$ cat config.mk
export PLATFORM = sky130hd
export DESIGN_NAME = updown_counter_mod
export DESIGN_NICKNAME = d
export VERILOG_FILES = /design/src/rtl/updown_counter_mod_pkg.sv /design/src/rtl/updown_counter_mod_cnt_next_step.sv /design/src/rtl/updown_counter_mod.sv
export SDC_FILE = /design/constraint.sdc
export NUM_CORES = 1
export LEC_CHECK = 0
export ABC_AREA = 1
export CAP_MARGIN = 10
export CORE_AREA = 2 2 39 41
export CTS_CLUSTER_DIAMETER = 150
export DETAILED_ROUTE_END_ITERATION = 16
export DIE_AREA = 0 0 41 43
export DONT_BUFFER_PORTS = 1
export GPL_TIMING_DRIVEN = 0
export PLACE_DENSITY = 0.52
export SLEW_MARGIN = 20
export SYNTH_ARGS = -nofsm -noshare
export SYNTH_HDL_FRONTEND = slang
export SYNTH_SLANG_ARGS = --single-unit
$ cat constraint.sdc
create_clock -name clk -period 1.5 [get_ports clk]
set_input_delay 0.15 -clock clk [delete_from_list [all_inputs] [get_ports clk]]
set_output_delay 0.15 -clock clk [all_outputs]
set_load 0.01 [all_outputs]
$ cat src/rtl/updown_counter_mod_pkg.sv
// Shared counter definitions for updown_counter_mod and the timer/prescaler
// blocks built on top of it. Direction and mode encodings live here so that
// every block decodes the up/sat control lines the same way.
package updown_counter_mod_pkg;

    localparam logic CNT_DIR_UP    = 1'b1;
    localparam logic CNT_DIR_DOWN  = 1'b0;
    localparam logic CNT_MODE_WRAP = 1'b0;
    localparam logic CNT_MODE_SAT  = 1'b1;

endpackage

$ cat src/rtl/updown_counter_mod_cnt_next_step.sv
// cnt_next_step: combinational step logic for the modulo-N up/down counter.
// Given the current count, direction and mode it produces the value the
// counter would take if it stepped, the terminal-count flag and the
// overflow/underflow event (a step taken while at terminal).
// Ports:
//   cnt_i      current count
//   up_i       direction (1 = up, 0 = down)
//   sat_i      mode (0 = wrap, 1 = saturate)
//   step_i     a step is being taken this edge
//   nextCnt_o  stepped count value
//   tc_o       terminal count for the current direction
//   wrapEvt_o  step at terminal (overflow or underflow)
module cnt_next_step
    import updown_counter_mod_pkg::*;
#(
    parameter int WIDTH   = 4,
    parameter int MODULUS = 16
) (
    input  logic [WIDTH-1:0] cnt_i,
    input  logic             up_i,
    input  logic             sat_i,
    input  logic             step_i,
    output logic [WIDTH-1:0] nextCnt_o,
    output logic             tc_o,
    output logic             wrapEvt_o
);

    // Truncating MODULUS-1 to WIDTH makes MODULUS = 2**WIDTH a plain binary counter.
    localparam logic [WIDTH-1:0] TERM = WIDTH'(MODULUS - 1);

    // Terminal detection and the stepped value. At terminal the counter either
    // wraps to the opposite end of the range or, when saturating, stays put,
    // so no value above TERM is ever produced.
    always_comb begin
        nextCnt_o = cnt_i;
        if (up_i == CNT_DIR_UP) begin
            tc_o = (cnt_i == TERM);
        end else begin
            tc_o = (cnt_i == '0);
        end
        if (tc_o) begin
            if (sat_i == CNT_MODE_WRAP) begin
                nextCnt_o = (up_i == CNT_DIR_UP) ? '0 : TERM;
            end
        end else if (up_i == CNT_DIR_UP) begin
            nextCnt_o = cnt_i + WIDTH'(1);
        end else begin
            nextCnt_o = cnt_i - WIDTH'(1);
        end
        wrapEvt_o = step_i & tc_o;
    end

endmodule

$ cat src/rtl/updown_counter_mod.sv
// updown_counter_mod: parametrised synchronous up/down modulo-N counter with
// parallel load, count enable, cascade carry-in/out, wrap/saturate mode and a
// sticky overflow flag. Stages chain by driving the next stage's ci_i from co_o
// while sharing en_i.
// Ports:
//   clk, rst    clock and synchronous active-high reset
//   en_i        count enable
//   ci_i        cascade carry-in (tie high on the least-significant stage)
//   up_i        direction, sat_i mode (wrap/saturate)
//   load_i      parallel load strobe, din_i load value (clamped to MODULUS-1)
//   ovf_clr_i   clears the sticky overflow flag
//   cnt_o       registered count, always within 0..MODULUS-1
//   tc_o        combinational terminal count for the current direction
//   co_o        combinational carry-out, en_i & ci_i & tc_o
//   ovf_o       sticky overflow/underflow flag
module updown_counter_mod
    import updown_counter_mod_pkg::*;
#(
    parameter int WIDTH     = 4,
    parameter int MODULUS   = 16,
    parameter int RESET_VAL = 0
) (
    input  logic             clk,
    input  logic             rst,
    input  logic             en_i,
    input  logic             ci_i,
    input  logic             up_i,
    input  logic             sat_i,
    input  logic             load_i,
    input  logic [WIDTH-1:0] din_i,
    input  logic             ovf_clr_i,
    output logic [WIDTH-1:0] cnt_o,
    output logic             tc_o,
    output logic             co_o,
    output logic             ovf_o
);

    localparam logic [WIDTH-1:0] TERM    = WIDTH'(MODULUS - 1);
    localparam logic [WIDTH-1:0] RST_CNT = WIDTH'(RESET_VAL);

    if (MODULUS < 2 || MODULUS > (1 << WIDTH) || RESET_VAL < 0 || RESET_VAL >= MODULUS) begin : gBadParams
        $error("updown_counter_mod: illegal MODULUS=%0d / RESET_VAL=%0d for WIDTH=%0d",
               MODULUS, RESET_VAL, WIDTH);
    end

    logic [WIDTH-1:0] cnt_q, cnt_d;
    logic             ovf_q, ovf_d;
    logic [WIDTH-1:0] nextCnt;
    logic             step;
    logic             tc;
    logic             wrapEvt;

    assign step = en_i & ci_i;

    cnt_next_step #(
        .WIDTH   (WIDTH),
        .MODULUS (MODULUS)
    ) uStep (
        .cnt_i     (cnt_q),
        .up_i      (up_i),
        .sat_i     (sat_i),
        .step_i    (step),
        .nextCnt_o (nextCnt),
        .tc_o      (tc),
        .wrapEvt_o (wrapEvt)
    );

    // Priority mux below reset: load beats step beats hold. The clear is applied
    // first so a terminal step in the same cycle re-sets the flag (set wins),
    // while a load suppresses the step and therefore any new overflow.
    always_comb begin
        cnt_d = cnt_q;
        ovf_d = ovf_q;
        if (ovf_clr_i) begin
            ovf_d = 1'b0;
        end
        if (load_i) begin
            cnt_d = (din_i > TERM) ? TERM : din_i;
        end else if (step) begin
            cnt_d = nextCnt;
            if (wrapEvt) begin
                ovf_d = 1'b1;
            end
        end
    end

    // Count and overflow registers with synchronous reset.
    always_ff @(posedge clk) begin
        if (rst) begin
            cnt_q <= RST_CNT;
            ovf_q <= 1'b0;
        end else begin
            cnt_q <= cnt_d;
            ovf_q <= ovf_d;
        end
    end

    assign cnt_o = cnt_q;
    assign ovf_o = ovf_q;
    assign tc_o  = tc;
    assign co_o  = step & tc;

endmodule

* Word level (Yosys, flattened, before mapping)
Index checks and enable logic that the tools add are counted.
Storage, ports and cells: bits of input ports 12, output and inout bits 7, word-level logic and storage cells 24, register bits after elaboration 5
Operators by class: $add $sub $neg 2, muxes and demuxes 12, equal/unequal tests 2, reduce and logical (&&, ||, !) cells 3, bitwise gates (word level) 2, order comparisons 1
Operator list (count):
- 2-to-1 mux 4 bit | 7
- 2-to-1 mux 1 bit | 5
- adder 4 x 1 -> 4 bit, second input constant | 1
- equality test 4 bit, second input constant | 1
- greater-than comparator 4 bit, second input constant | 1
- zero test 4 bit | 1
- subtractor 4 x 1 -> 4 bit, second input constant | 1
- != test 3 bit, second input constant | 1
- AND 1 bit | 2
- AND reduction 2 bit | 1
- nonzero test 2 bit | 1

* Depth between registers and ports, before layout
Gate-level depths: netlist (run 1).
depth after elaboration 6, mapped depth 10, mapped depth without buffers 10

* Modules after synthesis
A second synthesis (run 1) with hierarchy kept.
Second synthesis, totals: cell total of the unflattened synthesis 93, area total of the unflattened synthesis 501.7 um^2
By module, submodules not included:
- updown_counter_mod | sequential area each 100.1 um^2, cells an instance 50, instances 1, area an instance 276.5 um^2
- cnt_next_step | sequential area each 0.0 um^2, cells an instance 43, instances 1, area an instance 225.2 um^2

* Least setup slack after synthesis (run 1)
Ideal clock, no wire load.
kind flip-flop to flip-flop, start point register cnt_q[0] (netlist: cnt_o[0]), end point register cnt_q[1] (netlist: cnt_o[1]), data required time 1387 ps, slack 187 ps, arrival 1200 ps, stages on the path, launching flop included 8, cells stage by stage dfxtp_1 -> fa_1 -> nand2_1 -> nand2_1 -> nand2_1 -> nand2_1 -> nand2_1 -> nor2_1
Between the ends: longest elaborated chain between the ends 5
RTL lines:
- start: declaration | line updown_counter_mod.sv:46 | logic [WIDTH-1:0] cnt_q, cnt_d;
- start signal: assignment | line updown_counter_mod.sv:93 | cnt_q <= cnt_d;
- subtractor 4 x 1 -> 4 bit, or another cell as far along | line updown_counter_mod_cnt_next_step.sv:48 | nextCnt_o = cnt_i - WIDTH'(1);
- 2-to-1 mux 4 bit or 2-to-1 mux 1 bit (tied branches) | line updown_counter_mod_cnt_next_step.sv:45, updown_counter_mod_cnt_next_step.sv:36
- 2-to-1 mux 4 bit | line updown_counter_mod_cnt_next_step.sv:41 | if (tc_o) begin
- 2-to-1 mux 4 bit | line updown_counter_mod.sv:79 | end else if (step) begin
- 2-to-1 mux 4 bit | line updown_counter_mod.sv:77 | if (load_i) begin
Parallel ways exist; a longest one is shown, timed or not. The select of a mux whose other input is x is not followed. A chain may end at the register's enable or synchronous reset.

* Worst setup path after layout (run 1)
start point register cnt_q[2] (netlist: cnt_o[2]), end point output port co_o
Between the ends: longest elaborated chain between the ends 3
RTL lines:
- equality test 4 bit or zero test 4 bit (tied branches) | line updown_counter_mod_cnt_next_step.sv:37, updown_counter_mod_cnt_next_step.sv:39
- 2-to-1 mux 1 bit * | line updown_counter_mod_cnt_next_step.sv:36 | if (up_i == CNT_DIR_UP) begin
- AND 1 bit * | line updown_counter_mod.sv:101 | assign co_o = step & tc;
- end: declaration | line updown_counter_mod.sv:34 | output logic co_o,
Mark *: on every way between the ends. The rest lies on a longest branch, timed or not.

==> impl_results.md, run 1 <==
- Status: complete, no violations
- Synth area leader: dfxtp_1
- Worst Setup Start Kind: flip-flop
- Cts bufs inserted: 3
- Syn_area_per_cell: 6.11 um^2
- HP Class: primary input to flip-flop
- Finished Cell Area: 529 um^2
- Worst r2r path cells: 7
- Post-synth EDFFs: 0
- Syn Nets: 92
- Setup violators final: 0
- Max Clock Freq: 0.709 GHz
- Clock tree buffer depth: 2
- GRT overflow: 0
- Hpwl dp: 839 um
- WS Path Type: flip-flop to output pin
- Hold WS: 0.0632 ns
- DIE WIDTH: 41 um
- Crit end category: output pin
- Die height: 43 um
- CTS tree: done
- Drt drc: 0
- Layout cells sized above 1: 19.5%
- Max-cap violations: 0
- Final nets: 98
- GRT Resource Usage Total: 13.2%
- Min Tclk post-route: 1.41 ns
- Via density: 4.58
- Ant. Diodes: 0
- Area after DPL: 490 um^2
- Synth Flop Type: dfxtp_1
- Mapped Cells: 77
- Synthesis-stage register bit count: 5
- Syn-to-layout area delta: 12.5%
- DR pass1 iterations: 4
- Initial detailed-routing violation count: 5
- Peak VDD IR: 357 uV
- Distinct cells, synth: 15
- Routed vias: 449
- Syn. warnings: 0
- RSZ-0062 raised after global routing: false
- Post-synth top area share: 21.3%
- LEAKAGE: 0.000288 uW
- Post-route ant nets: 0
- Synth async-reset ratio: 0%
- I/O Buffers: 0
- Average wire per standard cell: 10.0 um
- Site Rows: 14
- Gp weighted congestion: 0.719
- Pwr dens: 850 nW/um^2
- Crit-path max FO: 4
- Top-level I/O count: 19
- Die Footprint: 1760 um^2
- Slew Viols, Final: 0
- Setup TNS: 0 ns
- Post-CTS Setup Inserts: 0
- Required time of the critical path: 1.35 ns
- Final period util: 94.0%
- Tightest Pin Transition: 0.241 ns
- DRT Wirelength: 980 um
- Final hold violations: 0
- Vias in the first global route: 412
- WP data arrival: 1.26 ns
- Sequential cell area fraction in the yosys report: 21.3%
- Initial antenna violation count: 0
- Clock skew: 0.000698 ns
- Worst slew margin: 83.9%
- Sink Count: 5
- Clock latency on the worst-skew pair: 0.24 ns
- First-pass GRT wire length: 1.57 mm
- H-tree depth: 1
- Hold Path Depth: 3
- Netlist Area Pre-Place: 470 um^2
- Core footprint: 1380 um^2
- Top post-synthesis cells by count: nand2_1 (23), nor2_1 (20), inv_1 (11)
- Largest net degree at the start of global routing: 8
- Top cells by area, synth: dfxtp_1 (21%), nand2_1 (18%), nor2_1 (16%), inv_1 (8.8%), a21oi_2 (5.6%)
- Most frequent cell after synthesis: nand2_1
- CTS root buf: clkbuf_4
- Initial Util: 34.0%
- Clock slew at reported path FFs: 0.04 ns
-- routing by layer --
| metal | routed length [um] | track usage [%] | share of wire, % |
|---|---|---|---|
| met5 | 0 | 0 | 0 |
| met4 | 6 | 8.00 | 0.61 |
| met3 | 56 | 2.09 | 5.7 |
| met2 | 502 | 20.0 | 51 |
| met1 | 415 | 16.5 | 42 |
-- where the power goes --
group	internal (uW)	leakage (uW)	total [uW]	switching, uW
combinational	50.0	0.000231	127	77.0
clock	100	0.0000150	153	52.8
sequential	146	0.0000419	169	23.2
-- critical path, cell delays in order (launching register included) --
cell     delay, ns
dfxtp_1       0.40
inv_1         0.14
nor2_4        0.15
nand2_4       0.08
a21oi_2       0.25
-- cells in the final DEF, fill, tap and decap left out, drive strengths merged, types with 2 or more instances in the layout --
master and n:
clkbuf 4, inv 11, ha 2, a21oi 4
dfxtp 5, nand2 27, nor2 21, o21ai 2
nand3 2
-- kinds of logic (layout without fill, tap and decap cells) --
group                    count (synthesis)  after routing  synth area share (%)
AO/OA/AOI/OAI                            6              6                  8.78
AND/OR/NAND/NOR                         51             51                  49.7
buffers and inverters                   11             16                  8.78
adder cells (fa/ha/maj)                  3              3                  9.57
flip-flops                               5              5                  21.3
XOR/XNOR                                 1              1                  1.86
-- sequential cells by signal, summed over array words and instances, names as in the netlist --
register / flops
cnt_o: 4
ovf_o: 1
-- cell type report --
class,instances,area [um^2]
fillers,160,855
inverters,11,41.3
flip-flops and latches,5,103
repair buffers,1,10.0
clock buffers,4,26.3
multi-input cells,61,329
well taps,16,20.0
-- what timing repair did --
action                     in CTS  in global routing
gates cloned                    0                  0
hold buffers                    1                  0
setup endpoints to repair       1                  3
gates resized for setup         1                  1
hold endpoints to repair        1                  0
pin swaps                       0                  0
-- through the flow --
stage	total power, uW	instances	utilization, %	worst slack (ns)
after floorplan	272	77	-	0.187
after global placement	296	93	35.4	0.0115
after detailed placement	297	93	35.4	0.0247
after CTS	456	98	38.2	0.0315
after global routing	483	98	38.2	0.0283
final	450	98	38.2	0.0902
-- final timing paths --
kind / from / endpoint / slack [ns]
max: cnt_o[2] / co_o / 0.09
min: rst / cnt_o[0] / 0.06
max reg2reg: cnt_o[0] / cnt_o[1] / 0.18
min reg2reg: ovf_o / ovf_o / 0.53
(Power assumes the default switching activity.)
==> run 2: changes to the inputs <==
--- a/config.mk
+++ b/config.mk
@@ -13,6 +13,7 @@
 export DIE_AREA = 0 0 41 43
 export DONT_BUFFER_PORTS = 1
 export GPL_TIMING_DRIVEN = 0
+export MAX_ROUTING_LAYER = met4
 export PLACE_DENSITY = 0.52
 export SLEW_MARGIN = 20
 export SYNTH_ARGS = -nofsm -noshare
==> run 2 against run 1 <==
  * Critical path depth unchanged
  * Core utilization unchanged
  * Wire length unchanged
  * First-iteration DRC count unchanged
  * Critical path type unchanged
==> impl_results.md, run 2 (synthesis gave the netlist of run 1 again) <==
- Clock latency on the worst-skew pair: 0.24 ns (about the same)
- WS Path Type: flip-flop to output pin
- Hpwl dp: 839 um (unchanged)
- Routed vias: 451 (+0.45%)
- Worst R2R Setup Slack: 0.18 ns (about the same)
- Site Rows: 14 (unchanged)
- DIE WIDTH: 41 um (unchanged)
- Final setup margin: 0.0901 ns (-0.0000150 ns)
- Finished Cell Area: 529 um^2 (unchanged)
- Pwr dens: 850 nW/um^2 (about the same)
- Crit-path max FO: 4 (unchanged)
- Filler instances: 160 (unchanged)
- GRT overflow: 0 (unchanged)
- RR Startpoint: cnt_o[0]
- Clock tree buffer depth: 2 (unchanged)
- Worst Hold Path EP: cnt_o[0]
- Area after DPL: 490 um^2 (unchanged)
- DRT Wirelength: 980 um (unchanged)
- Commonest cells after routing, fill and taps aside: nand2_1 (23), nor2_1 (20), inv_1 (11)
- DR pass1 iterations: 4 (unchanged)
- Peak VDD IR: 357 uV (about the same)
- RSZ-0062 raised after global routing: false
- Hold WS: 0.0632 ns (+0.0000323 ns)
- Min Tclk post-route: 1.41 ns (+0.0000150 ns)
- GRT Resource Usage Total: 13.4% (+0.22 points)
- Worst Setup Start Kind: flip-flop
- Cts bufs inserted: 3 (unchanged)
- Core Util, Final: 38.2% (unchanged)
- Final hold violations: 0 (unchanged)
- Pre-CTS WS: 0.0247 ns (unchanged)
- Hold Path Depth: 3 (unchanged)
- Via density: 4.60 (+0.45%)
- End of the worst register-to-register path: cnt_o[1]
- Max-cap violations: 0 (unchanged)
- First-pass GRT wire length: 1.56 mm (-0.89%)
- Most common cell after layout, fill and taps aside: nand2_1
- Top-level I/O count: 19 (unchanged)
- HP Start: rst
- Initial antenna violation count: 0 (unchanged)
- Core footprint: 1380 um^2 (unchanged)
- Number of flip-flops under the largest register name: 4 (unchanged)
- WP data arrival: 1.26 ns (about the same)
- Setup violators final: 0 (unchanged)
- Initial detailed-routing violation count: 5 (unchanged)
- Gp weighted congestion: 0.727 (+1.2%)
- Drt drc: 0 (unchanged)
- Post-route ant nets: 0 (unchanged)
- Worst r2r path cells: 7 (unchanged)
- Initial Util: 34.0% (unchanged)
- Setup TNS: 0 ns (unchanged)
- Vias in the first global route: 414 (+0.49%)
- Die height: 43 um (unchanged)
- Clock skew: 0.000674 ns (-0.0000243 ns)
- Worst slew margin: 83.9% (unchanged)
- Final period util: 94.0% (about the same)
- Layout cells sized above 1: 19.5% (unchanged)
- Final nets: 98 (unchanged)
- CTS root buf: clkbuf_4
- CTS tree: done
- Required time of the critical path: 1.35 ns (about the same)
- Ant. Diodes: 0 (unchanged)
- Syn-to-layout area delta: 12.5% (unchanged)
- Tightest Pin Transition: 0.241 ns (unchanged)
- Max Clock Freq: 0.709 GHz (about the same)
- HP Class: primary input to flip-flop
- H-tree depth: 1 (unchanged)
- I/O Buffers: 0 (unchanged)
- LEAKAGE: 0.000288 uW (unchanged)
- Largest net degree at the start of global routing: 8 (unchanged)
- Die Footprint: 1760 um^2 (unchanged)
- Status: complete, no violations
- Average wire per standard cell: 10.0 um (unchanged)
- Slew Viols, Final: 0 (unchanged)
- Clock slew at reported path FFs: 0.04 ns (about the same)
- Sink Count: 5 (unchanged)
- Crit end category: output pin
run 2: cell counts in the layout (fill, tap and decap cells not counted):
Identical to the previous run, type by type.
run 2: layout make-up:
class	count	area, um^2	area share [%]
Multi-Input combinational cell	61	329	62.2
Sequential cell	5	103	19.4
Inverter	11	41.3	7.80
Clock buffer	4	26.3	4.96
Tap cell	16	20.0	3.78
Timing Repair Buffer	1	10.0	1.89
run 2: power breakdown:
part           switching [uW]  total, uW  internal [uW]
sequential               23.2        169            146
clock                    52.8        153            100
combinational            77.0        127           50.0
run 2: worst max-delay path by stage:
stage                    end  slack [ns]  startpoint
finish                  co_o        0.09    cnt_o[2]
global route            co_o        0.03    cnt_o[2]
global placement    cnt_o[1]        0.01    cnt_o[0]
CTS                     co_o        0.03    cnt_o[1]
detailed placement  cnt_o[1]        0.02    cnt_o[0]
floorplan           cnt_o[1]        0.19    cnt_o[0]
run 2: per-stage QoR:
step / cells / total power (uW)
floorplan: 77 / 272
global placement: 93 / 296
detailed placement: 93 / 297
CTS: 98 / 456
global route: 98 / 483
finish: 98 / 450
run 2: layer usage:
metal  global-route usage, %  vias to the layer above  wire, um
li1                        -                      240         -
met1                    16.5                      198       415
met2                    20.0                       11       502
met3                    1.57                        2        55
met4                    8.00                        0         6
met5                       -                        -         0
run 2: worst max-delay path, stage by stage, from the launching register on:
cell and delay (ns):
dfxtp_1 0.40, inv_1 0.14, nor2_4 0.15, nand2_4 0.08, a21oi_2 0.25
run 2: repair_timing:
item,4_1_cts,5_1_grt
endpoints found under the setup margin,1,3
buffers inserted,0,0
gates cloned,0,0
hold buffers,1,0
endpoints found under the hold margin,1,0
gates resized for setup,1,1
